**config.mk**
```make
export PLATFORM = sky130hd
export DESIGN_NAME = reorder_buffer_mp_flat
export DESIGN_NICKNAME = d
export VERILOG_FILES = /design/src/rtl/reorder_buffer_mp_if.sv /design/src/rtl/reorder_buffer_mp.sv /design/src/flat_wrapper.sv
export SDC_FILE = /design/constraint.sdc
export NUM_CORES = 2
export LEC_CHECK = 0
export CELL_PAD_IN_SITES_DETAIL_PLACEMENT = 1
export CELL_PAD_IN_SITES_GLOBAL_PLACEMENT = 1
export CORE_ASPECT_RATIO = 1.1
export CORE_MARGIN = 2
export CORE_UTILIZATION = 25
export DETAILED_ROUTE_END_ITERATION = 8
export PLACE_DENSITY = 0.57
export SYNTH_ARGS = -nofsm -noshare
export SYNTH_HDL_FRONTEND = slang
export SYNTH_SLANG_ARGS = --single-unit
```
**constraint.sdc**
```tcl
create_clock -name clk -period 4.1 [get_ports clk]
set_input_delay 1.025 -clock clk [delete_from_list [all_inputs] [get_ports clk]]
set_output_delay 1.025 -clock clk [all_outputs]
set_load 0.02 [all_outputs]
```
**src/rtl/reorder_buffer_mp_if.sv**
```systemverilog
// Dispatch / completion / retire bundle of the multi-port reorder buffer.
// Optional ROB_FLUSH_EN adds a pipeline flush strobe.
interface reorder_buffer_mp_if #(
  parameter int DEPTH    = 16,
  parameter int NUM_CPL  = 4,
  parameter int RETIRE_W = 2,
  parameter int PREG_W   = 6,
  parameter int XLEN     = 32
);
  localparam int IDX_W = $clog2(DEPTH);

  logic                       dis_valid;
  logic                       dis_ready;
  logic [XLEN-1:0]            dis_pc;
  logic [PREG_W-1:0]          dis_dr_p;
  logic [PREG_W-1:0]          dis_old_dr_p;
  logic                       dis_reg_write;
  logic                       dis_is_store;
  logic [IDX_W-1:0]           dis_rob_idx;
  logic [NUM_CPL-1:0]         cpl_valid;
  logic [NUM_CPL*IDX_W-1:0]   cpl_idx;
  logic [NUM_CPL*XLEN-1:0]    cpl_data;
  logic [RETIRE_W-1:0]        ret_valid;
  logic [RETIRE_W*XLEN-1:0]   ret_pc;
  logic [RETIRE_W*PREG_W-1:0] ret_dr_p;
  logic [RETIRE_W*PREG_W-1:0] ret_old_dr_p;
  logic [RETIRE_W*XLEN-1:0]   ret_data;
  logic [RETIRE_W-1:0]        ret_reg_write;
  logic [RETIRE_W-1:0]        ret_is_store;
  logic [IDX_W:0]             count;
  logic                       empty;
`ifdef ROB_FLUSH_EN
  logic                       flush;
`endif

  modport master (
`ifdef ROB_FLUSH_EN
    output flush,
`endif
    output dis_valid, dis_pc, dis_dr_p, dis_old_dr_p, dis_reg_write, dis_is_store,
    output cpl_valid, cpl_idx, cpl_data,
    input  dis_ready, dis_rob_idx, ret_valid, ret_pc, ret_dr_p, ret_old_dr_p,
    input  ret_data, ret_reg_write, ret_is_store, count, empty
  );

  modport slave (
`ifdef ROB_FLUSH_EN
    input  flush,
`endif
    input  dis_valid, dis_pc, dis_dr_p, dis_old_dr_p, dis_reg_write, dis_is_store,
    input  cpl_valid, cpl_idx, cpl_data,
    output dis_ready, dis_rob_idx, ret_valid, ret_pc, ret_dr_p, ret_old_dr_p,
    output ret_data, ret_reg_write, ret_is_store, count, empty
  );
endinterface

```
**src/rtl/reorder_buffer_mp.sv**
```systemverilog
// Multi-port reorder buffer: in-order allocate, NUM_CPL out-of-order completions,
// up to RETIRE_W in-order retirements per cycle. Optional flush via ROB_FLUSH_EN.
module reorder_buffer_mp #(
  parameter int DEPTH    = 16,
  parameter int NUM_CPL  = 4,
  parameter int RETIRE_W = 2,
  parameter int PREG_W   = 6,
  parameter int XLEN     = 32
) (
  input logic                clk,
  input logic                rstn,
  reorder_buffer_mp_if.slave rob
);
  localparam int IDX_W = $clog2(DEPTH);
  localparam int CNT_W = IDX_W + 1;
  typedef logic [IDX_W-1:0] idx_t;
  typedef logic [CNT_W-1:0] cnt_t;

  logic [DEPTH-1:0]  valid_r;
  logic [DEPTH-1:0]  done_r;
  logic [DEPTH-1:0]  regWrite_r;
  logic [DEPTH-1:0]  isStore_r;
  logic [XLEN-1:0]   pc_r     [DEPTH];
  logic [XLEN-1:0]   data_r   [DEPTH];
  logic [PREG_W-1:0] drP_r    [DEPTH];
  logic [PREG_W-1:0] oldDrP_r [DEPTH];
  idx_t              headPtr_r;
  idx_t              tailPtr_r;
  cnt_t              count_r;

  logic [RETIRE_W-1:0]        retValid_r;
  logic [RETIRE_W*XLEN-1:0]   retPc_r;
  logic [RETIRE_W*PREG_W-1:0] retDrP_r;
  logic [RETIRE_W*PREG_W-1:0] retOldDrP_r;
  logic [RETIRE_W*XLEN-1:0]   retData_r;
  logic [RETIRE_W-1:0]        retRegWrite_r;
  logic [RETIRE_W-1:0]        retIsStore_r;

  logic                disReady_s;
  logic                disAccept_s;
  logic                flush_s;
  logic [NUM_CPL-1:0]  cplValid_s;
  idx_t                cplIdx_s  [NUM_CPL];
  logic [XLEN-1:0]     cplData_s [NUM_CPL];
  logic [RETIRE_W-1:0] retSel_s;
  idx_t                retIdx_s  [RETIRE_W];
  cnt_t                nRet_s;
  logic                stopScan_s;
  logic                storeSeen_s;

`ifdef ROB_FLUSH_EN
  assign flush_s = rob.flush;
`else
  assign flush_s = 1'b0;
`endif

  // Full is judged on registered count, so a slot freed this cycle is reused next cycle.
  assign disReady_s  = (count_r != cnt_t'(DEPTH));
  assign disAccept_s = rob.dis_valid & disReady_s;

  assign rob.dis_ready     = disReady_s;
  assign rob.dis_rob_idx   = tailPtr_r;
  assign rob.count         = count_r;
  assign rob.empty         = (count_r == cnt_t'(0));
  assign rob.ret_valid     = retValid_r;
  assign rob.ret_pc        = retPc_r;
  assign rob.ret_dr_p      = retDrP_r;
  assign rob.ret_old_dr_p  = retOldDrP_r;
  assign rob.ret_data      = retData_r;
  assign rob.ret_reg_write = retRegWrite_r;
  assign rob.ret_is_store  = retIsStore_r;

  // Unpack the flat completion buses into per-port fields.
  always_comb begin
    for (int p = 0; p < NUM_CPL; p++) begin
      cplValid_s[p] = rob.cpl_valid[p] & valid_r[rob.cpl_idx[p*IDX_W +: IDX_W]];
      cplIdx_s[p]   = rob.cpl_idx[p*IDX_W +: IDX_W];
      cplData_s[p]  = rob.cpl_data[p*XLEN +: XLEN];
    end
  end

  // Retire selection: contiguous done prefix from head, cut before a second store.
  always_comb begin
    retSel_s    = '0;
    nRet_s      = '0;
    stopScan_s  = 1'b0;
    storeSeen_s = 1'b0;
    for (int k = 0; k < RETIRE_W; k++) begin
      retIdx_s[k] = headPtr_r + idx_t'(k);
      if (stopScan_s) begin
        retSel_s[k] = 1'b0;
      end else if (valid_r[retIdx_s[k]] && done_r[retIdx_s[k]] &&
                   !(isStore_r[retIdx_s[k]] && storeSeen_s)) begin
        retSel_s[k] = 1'b1;
        nRet_s      = nRet_s + cnt_t'(1);
        storeSeen_s = storeSeen_s | isStore_r[retIdx_s[k]];
      end else begin
        stopScan_s  = 1'b1;
      end
    end
  end

  // Control state: pointers, occupancy and per-entry valid/done bits.
  always_ff @(posedge clk or negedge rstn) begin
    if (!rstn) begin
      headPtr_r <= '0;
      tailPtr_r <= '0;
      count_r   <= '0;
      valid_r   <= '0;
      done_r    <= '0;
    end else if (flush_s) begin
      headPtr_r <= '0;
      tailPtr_r <= '0;
      count_r   <= '0;
      valid_r   <= '0;
      done_r    <= '0;
    end else begin
      // Ascending port order: the highest-numbered port's write lands last.
      for (int p = 0; p < NUM_CPL; p++) begin
        if (cplValid_s[p]) done_r[cplIdx_s[p]] <= 1'b1;
      end
      for (int k = 0; k < RETIRE_W; k++) begin
        if (retSel_s[k]) valid_r[retIdx_s[k]] <= 1'b0;
      end
      if (disAccept_s) begin
        valid_r[tailPtr_r] <= 1'b1;
        done_r[tailPtr_r]  <= 1'b0;
      end
      headPtr_r <= headPtr_r + idx_t'(nRet_s);
      tailPtr_r <= tailPtr_r + idx_t'(disAccept_s);
      count_r   <= count_r + cnt_t'(disAccept_s) - nRet_s;
    end
  end

  // Entry payload: dispatch fields and completion result.
  always_ff @(posedge clk or negedge rstn) begin
    if (!rstn) begin
      regWrite_r <= '0;
      isStore_r  <= '0;
      for (int i = 0; i < DEPTH; i++) begin
        pc_r[i]     <= '0;
        data_r[i]   <= '0;
        drP_r[i]    <= '0;
        oldDrP_r[i] <= '0;
      end
    end else if (!flush_s) begin
      for (int p = 0; p < NUM_CPL; p++) begin
        if (cplValid_s[p]) data_r[cplIdx_s[p]] <= cplData_s[p];
      end
      if (disAccept_s) begin
        pc_r[tailPtr_r]       <= rob.dis_pc;
        drP_r[tailPtr_r]      <= rob.dis_dr_p;
        oldDrP_r[tailPtr_r]   <= rob.dis_old_dr_p;
        regWrite_r[tailPtr_r] <= rob.dis_reg_write;
        isStore_r[tailPtr_r]  <= rob.dis_is_store;
        data_r[tailPtr_r]     <= '0;
      end
    end
  end

  // Registered retire outputs; unused slots are forced to zero.
  always_ff @(posedge clk or negedge rstn) begin
    if (!rstn) begin
      retValid_r    <= '0;
      retPc_r       <= '0;
      retDrP_r      <= '0;
      retOldDrP_r   <= '0;
      retData_r     <= '0;
      retRegWrite_r <= '0;
      retIsStore_r  <= '0;
    end else if (flush_s) begin
      retValid_r    <= '0;
      retPc_r       <= '0;
      retDrP_r      <= '0;
      retOldDrP_r   <= '0;
      retData_r     <= '0;
      retRegWrite_r <= '0;
      retIsStore_r  <= '0;
    end else begin
      for (int k = 0; k < RETIRE_W; k++) begin
        if (retSel_s[k]) begin
          retValid_r[k]                   <= 1'b1;
          retPc_r[k*XLEN +: XLEN]         <= pc_r[retIdx_s[k]];
          retDrP_r[k*PREG_W +: PREG_W]    <= drP_r[retIdx_s[k]];
          retOldDrP_r[k*PREG_W +: PREG_W] <= oldDrP_r[retIdx_s[k]];
          retData_r[k*XLEN +: XLEN]       <= data_r[retIdx_s[k]];
          retRegWrite_r[k]                <= regWrite_r[retIdx_s[k]];
          retIsStore_r[k]                 <= isStore_r[retIdx_s[k]];
        end else begin
          retValid_r[k]                   <= 1'b0;
          retPc_r[k*XLEN +: XLEN]         <= '0;
          retDrP_r[k*PREG_W +: PREG_W]    <= '0;
          retOldDrP_r[k*PREG_W +: PREG_W] <= '0;
          retData_r[k*XLEN +: XLEN]       <= '0;
          retRegWrite_r[k]                <= 1'b0;
          retIsStore_r[k]                 <= 1'b0;
        end
      end
    end
  end
endmodule

```
**src/flat_wrapper.sv**
```systemverilog
// flat-port wrapper written by rule: the top's interface ports become plain ports
module reorder_buffer_mp_flat 
#(
  parameter int DEPTH    = 16,
  parameter int NUM_CPL  = 4,
  parameter int RETIRE_W = 2,
  parameter int PREG_W   = 6,
  parameter int XLEN     = 32
)
  (clk, rstn, rob_dis_valid, rob_dis_pc, rob_dis_dr_p, rob_dis_old_dr_p, rob_dis_reg_write, rob_dis_is_store, rob_cpl_valid, rob_cpl_idx, rob_cpl_data, rob_dis_ready, rob_dis_rob_idx, rob_ret_valid, rob_ret_pc, rob_ret_dr_p, rob_ret_old_dr_p, rob_ret_data, rob_ret_reg_write, rob_ret_is_store, rob_count, rob_empty);
  reorder_buffer_mp_if #(.DEPTH(DEPTH), .NUM_CPL(NUM_CPL), .RETIRE_W(RETIRE_W), .PREG_W(PREG_W), .XLEN(XLEN)) rob_i ();
  input logic clk;
  input logic rstn;
  input wire logic [$bits(rob_i.dis_valid)-1:0] rob_dis_valid;
  input wire logic [$bits(rob_i.dis_pc)-1:0] rob_dis_pc;
  input wire logic [$bits(rob_i.dis_dr_p)-1:0] rob_dis_dr_p;
  input wire logic [$bits(rob_i.dis_old_dr_p)-1:0] rob_dis_old_dr_p;
  input wire logic [$bits(rob_i.dis_reg_write)-1:0] rob_dis_reg_write;
  input wire logic [$bits(rob_i.dis_is_store)-1:0] rob_dis_is_store;
  input wire logic [$bits(rob_i.cpl_valid)-1:0] rob_cpl_valid;
  input wire logic [$bits(rob_i.cpl_idx)-1:0] rob_cpl_idx;
  input wire logic [$bits(rob_i.cpl_data)-1:0] rob_cpl_data;
  output wire logic [$bits(rob_i.dis_ready)-1:0] rob_dis_ready;
  output wire logic [$bits(rob_i.dis_rob_idx)-1:0] rob_dis_rob_idx;
  output wire logic [$bits(rob_i.ret_valid)-1:0] rob_ret_valid;
  output wire logic [$bits(rob_i.ret_pc)-1:0] rob_ret_pc;
  output wire logic [$bits(rob_i.ret_dr_p)-1:0] rob_ret_dr_p;
  output wire logic [$bits(rob_i.ret_old_dr_p)-1:0] rob_ret_old_dr_p;
  output wire logic [$bits(rob_i.ret_data)-1:0] rob_ret_data;
  output wire logic [$bits(rob_i.ret_reg_write)-1:0] rob_ret_reg_write;
  output wire logic [$bits(rob_i.ret_is_store)-1:0] rob_ret_is_store;
  output wire logic [$bits(rob_i.count)-1:0] rob_count;
  output wire logic [$bits(rob_i.empty)-1:0] rob_empty;
  assign rob_i.dis_valid = rob_dis_valid;
  assign rob_i.dis_pc = rob_dis_pc;
  assign rob_i.dis_dr_p = rob_dis_dr_p;
  assign rob_i.dis_old_dr_p = rob_dis_old_dr_p;
  assign rob_i.dis_reg_write = rob_dis_reg_write;
  assign rob_i.dis_is_store = rob_dis_is_store;
  assign rob_i.cpl_valid = rob_cpl_valid;
  assign rob_i.cpl_idx = rob_cpl_idx;
  assign rob_i.cpl_data = rob_cpl_data;
  assign rob_dis_ready = rob_i.dis_ready;
  assign rob_dis_rob_idx = rob_i.dis_rob_idx;
  assign rob_ret_valid = rob_i.ret_valid;
  assign rob_ret_pc = rob_i.ret_pc;
  assign rob_ret_dr_p = rob_i.ret_dr_p;
  assign rob_ret_old_dr_p = rob_i.ret_old_dr_p;
  assign rob_ret_data = rob_i.ret_data;
  assign rob_ret_reg_write = rob_i.ret_reg_write;
  assign rob_ret_is_store = rob_i.ret_is_store;
  assign rob_count = rob_i.count;
  assign rob_empty = rob_i.empty;
  reorder_buffer_mp #(.DEPTH(DEPTH), .NUM_CPL(NUM_CPL), .RETIRE_W(RETIRE_W), .PREG_W(PREG_W), .XLEN(XLEN)) u_core (.clk(clk), .rstn(rstn), .rob(rob_i));
endmodule
```
======== After elaboration in Yosys (flattened, before gate mapping) ========
Index checks and enable logic that the tools add are counted.
word-level totals
  output and inout bits ................... 169
  flip-flop bits (word level) ............. 1451
  input port bits ......................... 197
cells by class
  equality and inequality tests ........... 1
  bitwise operators ....................... 25
  reductions and logical operators ........ 18
  muxes and demuxes ....................... 117
  add/subtract/negate cells ............... 6
  order comparisons ....................... 26
operators by type and width
  kind                                                 count
  bitwise mux 512 bit                                  5
  two-way mux 512 bit                                  5
  demux 32 bit (select 4 bit)                          5
  two-way mux 32 bit                                   17
  AND 512 bit                                          1
  binary-select mux 32 bit (select 4 bit)              4
  inverter 512 bit                                     1
  bitwise mux 96 bit                                   2
  two-way mux 16 bit                                   8
  binary-select mux 6 bit (select 4 bit)               4
  OR 16 bit                                            5
  two-way mux 6 bit                                    13
  AND 16 bit                                           3
  binary-select mux 1 bit (select 4 bit)               12
  inverter 16 bit                                      3
  >= comparator 5 bit, second input constant           7
  < comparator 4 x 5 -> 1 bit, second input constant   7
  inverter 4 -> 5 bit                                  7
  bitwise mux 16 bit                                   2
  two-way mux 1 bit                                    30
  demux 1 bit (select 4 bit)                           7
  >= comparator 4 x 1 -> 1 bit, second input constant  7
  < comparator 5 x 1 -> 1 bit, second input constant   5
  demux 6 bit (select 4 bit)                           1
  12 further kinds                                     32

======== Depth between registers and ports, before layout ========
  word-level depth ........................ 15
  mapped depth ............................ 20

======== Worst setup path after synthesis ========
Ideal clock, no wire load.
  path kind ............................... register to register
  start ................................... register u_core.headPtr_r[0]
  end ..................................... register u_core.count_r[4], in the netlist u_core.rob.count[4]
  library setup time ...................... 0.125 ns
  arrival ................................. 3.734 ns
  path slack .............................. 0.241 ns
  stages on the path, launching flop included .. 21
  cell sequence ........................... dfrtp_1 -> buf_2 -> clkinv_1 -> ha_1 -> buf_2 -> buf_2 -> nand3_1 -> o21ai_0 -> o2111a_1 -> o32ai_4 -> nor2b_1 -> ha_1 -> inv_1 -> ha_1 -> inv_1 -> fa_1 -> inv_1 -> a21oi_1 -> nor2_1 -> nor2_1 -> xnor2_1
between the ends
  cells in the longest elaborated chain, start to end .. 10
  elaborated cells between the ends (all ways) .. 24
  classes of those cells .................. 3 x add/sub; 16 x mux; 5 x reduce/logical
RTL lines
  element                                                                       line                      text
  start, declared                                                               reorder_buffer_mp.sv:27   idx_t headPtr_r;
  start signal, assigned                                                        reorder_buffer_mp.sv:129  headPtr_r <= headPtr_r + idx_t'(nRet_s);
  parallel branches: the longest is 8 deep, another holds adder 4 x 1 -> 4 bit  --
  two-way mux 5 bit (*)                                                         reorder_buffer_mp.sv:90   if (stopScan_s) begin
  subtractor 5 bit (*)                                                          reorder_buffer_mp.sv:131  count_r <= count_r + cnt_t'(disAccept_s) - nRet_s;
  end signal, assigned                                                          reorder_buffer_mp.sv:131
  end, declared                                                                 reorder_buffer_mp.sv:29   cnt_t count_r;
Mark *: on every way between the ends. The select of a mux whose other input is x is not followed.
A chain may end at the register's enable or synchronous reset.

======== Worst setup path in the final report ========
  start ................................... register u_core.count_r[3], in the netlist u_core.rob.count[3]
  end ..................................... output rob_dis_ready
between the ends
  cells in the longest elaborated chain, start to end .. 1
RTL lines
  element        line                     text
  != test 5 bit  reorder_buffer_mp.sv:58  assign disReady_s = (count_r != cnt_t'(DEPTH));
  end, declared  flat_wrapper.sv:23       output wire logic [$bits(rob_i.dis_ready)-1:0] rob_dis_ready;
No other way between the ends.

==> metrics.csv <==
stage,metric,value,unit
final_layout,instances_no_fill,13430,
sta,setup_viol,0,
sta,rsz0062_at_grt,false,
critical_path,rrSetupSlack,0.23,ns
floorplan,die_area,359100,um^2
critical_path,rr_worst_depth,16,
routing,first_pass_iters,5,
synthesis,ys_dominant_reg_cell,dfrtp_1,
routing,drc,0,
synthesis,ys_seq_elements,1451,
global_routing,grt_max_degree,150,
clocking,clkTransAtPathRegs,0.05,ns
synthesis,async_flop_share,100.0,%
synthesis,synth_top_cell_by_area,dfrtp_1,
sta,fin_setup_tns,0,ns
synthesis,syn_area,88570,um^2
sta,max_freq,258.0,MHz
sta,finalHoldViolCount,0,
synthesis,synth_edf_count,0,
clocking,clockBufferDepth,4,
sta,min_period,3.876,ns
critical_path,critPathCaptureType,output port,
place,io_buffers,365,
final_layout,layout-drive-gt1-share,21.79,%
floorplan,rows,229,
global_routing,grt_pass1_vias,81980,
outcome,status,completed,
synthesis,syn-num-nets,8823,
floorplan,start_util,25.07,%
routing,finalWirelength,447200,um
global_routing,antenna_found_initial,79,
power,leakage,0.04373,uW
synthesis,synth_most_common_cell,dfrtp_1,
synthesis,synth_cell_types,62,
synthesis,synthTopCellsByArea,"dfrtp_1 (41%), mux4_2 (18%), mux2i_1 (5.9%), nand2_1 (5.6%), mux2_2 (5.3%)",
critical_path,crit_buf_inv,2,
critical_path,cp_cell_sequence,"inv_1, ha_1, nand4bb_1, clkdlybuf4s50_1",
critical_path,cp_max_fo,3,
place,dp.cells,13050,
synthesis,ys_warn_count,0,
synthesis,syn_avg_cell_area,10.29,um^2
clocking,htree_levels,4,
synthesis,synth_common_cells,"dfrtp_1 (1,451), nand2_1 (1,326), a21oi_1 (911)",
critical_path,crit_type,reg2out,
synthesis,synth_cells,8609,
synthesis,yosysTopAreaCellShare,41.00,%
sta,worstMarginPinSlew,1.352,ns
clocking,clk_latency,0.91,ns
global_routing,grt_pass1_wl,633800,um
final_layout,final_area,106200,um^2
routing,dr_total_vias,78340,
power,power_density,865.6,nW/um^2
routing,via_per_inst,5.834,
clocking,clockRootBuffer,clkbuf_16,
floorplan,die_h,628.3,um
critical_path,reg2reg_from,u_core.headPtr_r[1]$_DFF_PN0_,
critical_path,cpPeakStageDelay,0.67,ns
sta,slew_headroom,9.401,%
clocking,postCtsHoldBufs,0,
power,ir_drop,1280,uV
routing,wl_per_cell,33.30,um
sta,slew_violations,0,
flow_run,maxCapViolations,0,
place,routabilityCongestion,0.8777,
final_layout,fin_nets,8719,
global_routing,grt_overflow,0,
clocking,clock_sinks,1451,
routing,drt_iter0_markers,8388,
global_routing,grtUsageTotal,24.33,%
floorplan,die_x,571.5,um
critical_path,crit_family,buffers and inverters,
clocking,cts_buffers,189,
synthesis,ys_seq_area_share,41.00,%
floorplan,io_pins,366,
hold_path,hold_path.class,in2async,
final_layout,area_delta_synth_final,19.94,%
critical_path,critPathLaunchType,flop,
critical_path,cp_data_required_time,3.07,ns
critical_path,worst_r2r_endpoint,u_core.rob.count[4]$_DFF_PN0_,
sta,post-route-period-util,94.53,%
floorplan,core-area,353300,um^2
clocking,cts_tree,done,
critical_path,arrival,2.85,ns
routing,antenna_left,0,
place,postPlaceCellArea,99820,um^2
critical_path,cpMaxStageDelayCell,clkdlybuf4s50_1,
place,hpwl,271800,um
sta,hold_ws,0.03013,ns
sta,skew,0.07061,ns
timing repair:
action	4_1_cts	5_1_grt
setup buffers	0	3
setup endpoints to repair	0	1
gates resized for setup	0	2
endpoints found under the hold margin	0	0
sequential cells by signal, summed over array words and instances, names as in the netlist, 12 cells and up:
| signal | count |
|---|---|
| u_core.data_r | 512 |
| u_core.pc_r | 512 |
| u_core.drP_r | 96 |
| u_core.oldDrP_r | 96 |
| u_core.rob.ret_data | 64 |
| u_core.rob.ret_pc | 64 |
| u_core.done_r | 16 |
| u_core.isStore_r | 16 |
| u_core.regWrite_r | 16 |
| u_core.valid_r | 16 |
| u_core.rob.ret_dr_p | 12 |
| u_core.rob.ret_old_dr_p | 12 |
power by group:
part           switching [uW]  total (uW)  internal, uW
clock                    7290       17400         10100
sequential               5470       26300         20800
combinational           25500       48300         22800
total                   38200       91900         53700
final cells by class:
cell class              count  area [um^2]
clock buffers             291         5623
inverters                  21        86.33
clock inverters            52        665.6
diodes                     36        90.09
flip-flops and latches   1451        36320
well taps                4735         5924
repair buffers            718         8648
multi-input cells        6124        48870
fillers                 39070       247100
per-layer routing:
layer	vias up	part of all wire [%]	global-route usage [%]
li1	31390	-	-
met1	41760	40	31.37
met2	3994	46	38.59
met3	1158	8.0	5.141
met4	32	5.2	11.82
met5	-	0.049	0
through the flow:
| step | util, % | setup slack [ns] | power (uW) |
|---|---|---|---|
| detailed placement | 28.26 | 0.1483 | 74310 |
| floorplan | - | 0.2412 | 57160 |
| global placement | 28.26 | 0.1409 | 72570 |
| finish | 30.07 | 0.2245 | 91950 |
| global route | 30.05 | 0.01518 | 96610 |
| CTS | 30.04 | 0.1126 | 92040 |
kinds of logic after synthesis:
| group | after synthesis | share of synthesized area, % |
|---|---|---|
| buffers and inverters | 1034 | 4.607 |
| xor gates and xnor gates | 12 | 0.1271 |
| adders and majority gates | 17 | 0.2571 |
| muxes | 1654 | 29.40 |
| DFF | 1451 | 41.00 |
| and+or+nand+nor | 2458 | 11.69 |
| AOI/OAI and AO/OA | 1983 | 12.93 |
placed cells by master, fill, tap and decap left out, types with 8 or more instances in the layout:
cell type        instances
o22ai_1                 64
o21ai_0                456
mux2_2                 419
clkbuf_8                51
and3_1                  80
ha_1                    13
a21oi_1                911
buf_4                  167
mux2i_1                519
inv_1                   19
dfrtp_1               1448
a211oi_1               512
clkbuf_16              189
clkbuf_1                51
nor3_1                 141
nand3_1                168
nand2_2                  8
nand2_4                  9
diode_2                 36
nor2_4                  19
nand2_1               1309
mux4_2                 716
nand3_4                 14
nor3_2                   8
bufinv_16               10
clkinv_2                23
buf_12                 186
nor2b_1                 89
nand4_1                 17
nor2_1                 532
clkdlybuf4s50_1        364
how the worst max path moves through the flow:
stage,startpoint,to,slack [ns],cells past startpoint
floorplan,u_core.headPtr_r[0]$_DFF_PN0_,u_core.rob.count[4]$_DFF_PN0_,0.24,20
global placement,u_core.headPtr_r[1]$_DFF_PN0_,u_core.rob.count[4]$_DFF_PN0_,0.14,16
detailed placement,u_core.headPtr_r[1]$_DFF_PN0_,u_core.rob.count[4]$_DFF_PN0_,0.15,17
CTS,u_core.headPtr_r[1]$_DFF_PN0_,u_core.rob.count[4]$_DFF_PN0_,0.11,17
global route,u_core.headPtr_r[1]$_DFF_PN0_,u_core.rob.count[4]$_DFF_PN0_,0.02,16
finish,u_core.rob.count[3]$_DFF_PN0_,rob_dis_ready,0.22,4
(Power assumes the default switching activity.)
